<file path="src/rtl/divider_pkg.sv">
// divider_pkg: shared state encoding and sizing helpers for the divide sequencer.
package divider_pkg;

    typedef enum logic [2:0] {IDLE, LOAD, ITER, QUOT, REM, DONE} div_state_t;

    localparam int DIV_WIDTH = 8;

    function automatic int cnt_w(input int width);
        return $clog2(width) + 1;
    endfunction

endpackage

</file>
<file path="src/rtl/div_iter_counter.sv">
// div_iter_counter: iteration down-counter; loads WIDTH-1, decrements to zero and holds there.
module div_iter_counter
    import divider_pkg::*;
#(
    parameter int WIDTH = DIV_WIDTH,
    parameter int CNT_W = cnt_w(WIDTH)
) (
    input  logic clk,
    input  logic rst_n,
    input  logic load,
    input  logic dec,
    output logic zero
);

    logic [CNT_W-1:0] count;

    always_ff @(posedge clk or negedge rst_n) begin
        if (!rst_n)
            count <= '0;
        else if (load)
            count <= CNT_W'(WIDTH - 1);
        else if (dec && count != '0)
            count <= count - CNT_W'(1);
    end

    assign zero = count == '0;

endmodule

</file>
<file path="src/rtl/divider_sequencer.sv">
// divider_sequencer: control FSM sequencing one restoring divide across the bitslice array.
// Only STORE_ACC and DIVL_P are Mealy (follow ACC_Cout during ITER); all else is Moore.
module divider_sequencer
    import divider_pkg::*;
#(
    parameter int WIDTH = DIV_WIDTH
) (
    input  logic Clock,
    input  logic nReset,
    input  logic Start,
    input  logic SignedOp,
    input  logic Op1Sign,
    input  logic Op2Sign,
    input  logic Op2Zero,
    input  logic ACC_Cout,
    output logic LOAD_DIVL,
    output logic LOAD_ACC,
    output logic LOAD_DIVH,
    output logic INV_OP1,
    output logic OP1_INV_Cin,
    output logic INV_OP2,
    output logic OP2_INV_Cin,
    output logic ACC_Cin,
    output logic STORE_ACC,
    output logic DIVL_P,
    output logic STORE_QUOT,
    output logic INV_RESULT,
    output logic RESULT_INV_Cin,
    output logic STORE_REM,
    output logic INV_REM,
    output logic Busy,
    output logic Done,
    output logic DivByZero
);

    localparam int CNT_W = cnt_w(WIDTH);

    div_state_t state, next_state;
    logic s1, s2;
    logic cnt_zero;
    logic accept;

    assign accept = state == IDLE && Start;

    div_iter_counter #(.WIDTH(WIDTH), .CNT_W(CNT_W)) u_counter (
        .clk   (Clock),
        .rst_n (nReset),
        .load  (state == LOAD),
        .dec   (state == ITER),
        .zero  (cnt_zero)
    );

    // Operand signs are captured once at acceptance so the bus may change mid-divide.
    always_ff @(posedge Clock or negedge nReset) begin
        if (!nReset) begin
            state     <= IDLE;
            s1        <= 1'b0;
            s2        <= 1'b0;
            DivByZero <= 1'b0;
        end else begin
            state <= next_state;
            if (accept) begin
                s1        <= SignedOp & Op1Sign;
                s2        <= SignedOp & Op2Sign;
                DivByZero <= 1'b0;
            end else if (state == LOAD && Op2Zero) begin
                DivByZero <= 1'b1;
            end
        end
    end

    always_comb begin
        next_state     = state;
        LOAD_DIVL      = 1'b0;
        LOAD_ACC       = 1'b0;
        LOAD_DIVH      = 1'b0;
        INV_OP1        = 1'b0;
        OP1_INV_Cin    = 1'b0;
        INV_OP2        = 1'b0;
        OP2_INV_Cin    = 1'b0;
        ACC_Cin        = 1'b0;
        STORE_ACC      = 1'b0;
        DIVL_P         = 1'b0;
        STORE_QUOT     = 1'b0;
        INV_RESULT     = 1'b0;
        RESULT_INV_Cin = 1'b0;
        STORE_REM      = 1'b0;
        INV_REM        = 1'b0;
        Done           = 1'b0;
        case (state)
            IDLE: next_state = Start ? LOAD : IDLE;
            LOAD: begin
                LOAD_DIVL   = 1'b1;
                LOAD_ACC    = 1'b1;
                LOAD_DIVH   = 1'b1;
                INV_OP1     = s1;
                OP1_INV_Cin = s1;
                INV_OP2     = s2;
                OP2_INV_Cin = s2;
                next_state  = Op2Zero ? DONE : ITER;
            end
            ITER: begin
                ACC_Cin    = 1'b1;
                STORE_ACC  = ACC_Cout;
                DIVL_P     = ACC_Cout;
                next_state = cnt_zero ? QUOT : ITER;
            end
            QUOT: begin
                STORE_QUOT     = 1'b1;
                INV_RESULT     = s1 ^ s2;
                RESULT_INV_Cin = s1 ^ s2;
                next_state     = REM;
            end
            REM: begin
                STORE_REM  = 1'b1;
                INV_REM    = s1;
                next_state = DONE;
            end
            DONE: begin
                Done       = 1'b1;
                next_state = IDLE;
            end
            default: next_state = IDLE;
        endcase
    end

    assign Busy = state != IDLE;

endmodule

</file>
<file path="config.mk">
export PLATFORM = sky130hd
export DESIGN_NAME = divider_sequencer
export DESIGN_NICKNAME = d
export VERILOG_FILES = /design/src/rtl/divider_pkg.sv /design/src/rtl/div_iter_counter.sv /design/src/rtl/divider_sequencer.sv
export SDC_FILE = /design/constraint.sdc
export NUM_CORES = 1
export LEC_CHECK = 0
export ABC_CLOCK_PERIOD_IN_PS = 3760
export CAP_MARGIN = 20
export CELL_PAD_IN_SITES_DETAIL_PLACEMENT = 1
export CELL_PAD_IN_SITES_GLOBAL_PLACEMENT = 2
export CORE_UTILIZATION = 24
export CTS_BUF_LIST = sky130_fd_sc_hd__clkbuf_16
export DETAILED_ROUTE_END_ITERATION = 10
export HOLD_SLACK_MARGIN = 0.08
export PLACE_DENSITY_LB_ADDON = 0.1
export SLEW_MARGIN = 30
export SYNTH_ARGS = -nofsm -noshare
export SYNTH_HDL_FRONTEND = slang
export SYNTH_SLANG_ARGS = --single-unit
</file>
<file path="constraint.sdc">
create_clock -name Clock -period 3.76 [get_ports Clock]
set_input_delay 0.376 -clock Clock [delete_from_list [all_inputs] [get_ports Clock]]
set_output_delay 0.376 -clock Clock [all_outputs]
set_load 0.005 [all_outputs]
</file>
-- Yosys cells after proc, flatten, opt, wreduce, memory -nomap -nowiden
Index checks and enable logic that the tools add are counted.
- reductions and logical operators: 9
- equal/unequal tests: 5
- bitwise logic cells: 3
- order comparisons: 0
- shift-type cells: 0
- multiply operators: 0
- $add $sub $neg: 1
- divide/modulo/power cells: 0
- multiplexer cells: 18
- operators by type and width (kind ; count):
    3-bit case mux with 5 select lines ; 1
    1-bit 2-to-1 mux ; 14
    4-bit 2-to-1 mux ; 2
    3-bit by 2-bit equality test with 1-bit output (second input constant) ; 2
    3-bit equality test (second input constant) ; 2
    4-bit zero test ; 1
    2-bit nonzero test ; 2
    4-bit nonzero test ; 1
    4-bit by 1-bit subtractor with 4-bit output (second input constant) ; 1
    3-bit by 1-bit equality test with 1-bit output (second input constant) ; 1
    1-bit logical AND ; 3
    3-bit zero test ; 1
    3-bit 2-to-1 mux ; 1
    3-bit nonzero test ; 1
    1-bit AND ; 2
    1-bit bitwise XOR ; 1
- output and inout bits: 18
- bits in writable memories: 0
- flip-flop bits (word level): 10
- memories kept: 0
- logic and storage cells: 41
- latch bits: 0
- memory bits (read-only): 0
- input bits: 8

-- Depth between registers and ports, before layout
- depth in word-level cells: 4
- mapped depth: 5
- gate-level depth less buffers: 5

-- By module
A second synthesis with hierarchy kept.
- cell total of the unflattened synthesis: 69
- area total of the unflattened synthesis: 691.9 µm²
- by module, submodules not included (module ; area each (µm²) ; seq. area each (µm²) ; cells each ; instances):
    divider_sequencer ; 461.7 ; 150.1 ; 47 ; 1
    div_iter_counter ; 230.2 ; 100.1 ; 22 ; 1

-- Least setup slack after synthesis
OpenSTA, ideal clock, no wires.
- path type: reg2out
- start point: register state[0]
- end point: output port STORE_ACC
- arrival: 1.286 ns
- stages on the path, launching flop included: 6
- path buffers: 2
- slack: 2.098 ns
- required time: 3.384 ns
- cell sequence: dfrtp_1 -> or3b_1 -> clkbuf_2 -> inv_1 -> and2_1 -> buf_4
- longest elaborated chain between the ends: 2
- ends and longest elaborated chain (what ; RTL line ; text):
    start, declared ; divider_sequencer.sv:38 ; div_state_t state, next_state;
    start signal, assigned ; divider_sequencer.sv:61 ; state <= next_state;
    3-bit by 2-bit equality test with 1-bit output ; -- ;
    1-bit 2-to-1 mux ; -- ;
    end, declared ; divider_sequencer.sv:24 ; output logic STORE_ACC,
No other way between the ends.

-- Worst setup path in the final report
- start point: register state[1]
- end point: output port STORE_ACC
- longest elaborated chain between the ends: 2
- ends and longest elaborated chain (what ; RTL line ; text):
    3-bit by 2-bit equality test with 1-bit output ; divider_sequencer.sv:90 ; case (state)
    1-bit 2-to-1 mux ; divider_sequencer.sv:90 ;
No other way between the ends.

==> results.cfg <==
[detailed_routing]
drtIter0Drc = 2
viasPerCell = 4.730
wl_um = 1456
dr.pass1.iters = 4
drc = 0
vias = 544
antenna_left = 0
wl_per_cell_um = 12.66

[global_route]
grt_pass1_wl_um = 2442
grt_max_degree = 12
grt_pass1_vias = 518
overflow = 0
grtUsageTotal_pct = 12.77
antenna_found_initial = 0

[hold_path]
hp-class = input pin to async pin

[timing]
setup_ws_ns = 1.376
fin_skew_ns = 0.003041
finalSetupViolations = 0
clock.fmax_ghz = 0.4194
tightest_slew_ns = 0.5052
hold_violations = 0
rsz0062_at_grt = false
slew_headroom_pct = 66.22
timing.final.crit_share_pct = 63.41
tns_ns = 0
layout_min_cycle_time_ns = 2.384
slew_violations = 0
hold_ws_ns = 0.4842

[final_layout]
fin_cells = 115
areaGrowthSynthToFinish_pct = 51.69
diodes = 0
drive_above_1_share_pct = 4.598
nets = 98

[setup_path]
start_kind = register
endpoint_kind = primary output
reg2regPathDepth = 3
worstPathArrival_ns = 2.01
rrSetupSlack_ns = 2.05
cp_max_fo = 11
r2r-end = u_counter.count[3]
worstPathRequired_ns = 3.38
crit-reg2reg-launch = state[1]
worstSetupPathType = register to primary output

[run]
maxCapViolCount = 0

[logic_synthesis]
synth_cells = 67
synth-simple-area-share_pct = 27.22
synth.yosys.seq_area_share_pct = 42.19
synth_cell_types = 26
synthXorXnorAreaFrac_pct = 1.477
synthMuxAreaShare_pct = 0
synth_edf_count = 0
ys.flop_type = dfrtp_1
synthAdderAreaFrac_pct = 2.110
ys_seq_elements = 10
yosys-top-cells-area = dfrtp_1, o21ai_0, buf_4
synth_compound_area_share_pct = 14.77
syn_nets = 76
netlist.area_leader.share_pct = 42.19
synthTopCellsByCount = dfrtp_1, o21ai_0, and2_1, buf_4
mappedNetlistArea_um2 = 593.1
avgSynthCellArea_um2 = 8.852
synth_top_cell_by_area = dfrtp_1
synth_top_family_by_area = simple AND/OR/NAND/NOR gates
synth_warnings = 0
synthArstFlopShare_pct = 100.0
yosysMostFrequentCell = dfrtp_1

[clock_tree]
postCtsSetupBuffers = 0
cts.sinks = 10
cts_tree = done
cts_hold_buf = 0
clk_pin_slew_worst_paths_ns = 0.04
clk_latency_ns = 0.23
cts_buffers = 3
htree_levels = 1
root_buffer = clkbuf_16
cts.repair.resized = 0
clk_path_buf_depth = 2

[pwr]
powerDensity_nw_per_um2 = 704.7
ir_drop_v = 0.0003274
p_leak_uw = 0.0003971

[place]
dp.cells = 112
io_buffers = 25
place_ws_ns = 1.632
place.gp.congestion = 0.7038
place_hpwl_um = 1070

[floorplanning]
dieArea_um2 = 2674
die_y_um = 51.71
num_io_pins = 26
die_w_um = 51.71
rows = 17
start_util_pct = 26.06
coreArea_um2 = 2276

[outcome]
status = completed
==> report_power, final <==
part / internal (uW) / switching [uW]
combinational: 153 / 105
clock: 138 / 47.4
sequential: 145 / 46.2
total: 435 / 199
==> metrics by stage <==
stage,power (uW),area [um^2],util [%]
after detailed placement,450.7,824.5,36.23
after floorplan,324.0,593.1,-
after global placement,451.6,824.5,36.23
after global routing,683.1,899.6,39.53
after CTS,644.5,899.6,39.53
final,634.0,899.6,39.53
==> worst max path at each step <==
stage                     cells after the start  startpoint           to  slack (ns)
final                                         4    state[1]    STORE_ACC        1.38
after global routing                          5    state[0]      INV_OP1        1.21
after CTS                                     5    state[2]  OP1_INV_Cin        1.37
after detailed placement                      4    state[1]    STORE_ACC        1.63
after global placement                        4    state[1]    STORE_ACC        1.68
after floorplan                               5    state[0]    STORE_ACC        2.10
==> per-layer routing <==
| metal | vias to the layer above | GRT usage (%) | share of wire (%) | wire (um) |
|---|---|---|---|---|
| li1 | 266 | - | - | - |
| met1 | 254 | 16.22 | 48 | 692 |
| met2 | 22 | 18.83 | 45 | 659 |
| met3 | 2 | 5.263 | 6.5 | 95 |
| met4 | 0 | 5.405 | 0.62 | 9 |
| met5 | - | 0 | 0 | 0 |
==> logic make-up (layout without fill, tap and decap cells) <==
group	Yosys count	after routing
adder cells (fa/ha/maj)	1	1
buffers and inverters	13	33
AND/OR/NAND/NOR	27	27
AO/OA/AOI/OAI	15	15
flip-flops	10	10
XOR/XNOR	1	1
==> layout by cell type, fill, tap and decap left out <==
cell type,instances
inv_1,5
ha_1,1
and3_1,2
a21oi_1,1
nand2b_1,2
nand3_1,1
and3b_1,1
nor2_1,2
a31oi_1,2
o21ai_0,9
a311oi_1,1
or4b_2,1
a21o_1,1
or3_1,3
or3b_1,1
clkbuf_16,3
or4_1,1
o311ai_0,1
clkdlybuf4s50_1,25
dfrtp_1,10
and2_1,6
nand2_1,5
xor2_1,1
nor2b_1,1
nor3b_1,1
==> area by class of cell <==
| cell class | instances | area [um^2] |
|---|---|---|
| inverter | 5 | 18.77 |
| sequential | 10 | 250.2 |
| multi-input combinational | 44 | 270.3 |
| timing repair buffer | 25 | 250.2 |
| tap | 28 | 35.03 |
| fill | 270 | 1376 |
| clock buffer | 3 | 75.07 |
==> state kept, by name (all words and copies together), names as in the netlist <==
signal / count
s1: 1
u_counter.count: 4
DivByZero: 1
state: 3
s2: 1
==> critical path: stages, from the launching register on <==
cell and delay, ns:
dfrtp_1 0.48, or3b_1 0.49, inv_1 0.15, and2_1 0.15, clkdlybuf4s50_1 0.50
No activity file was read; power rests on OpenSTA's default activity.
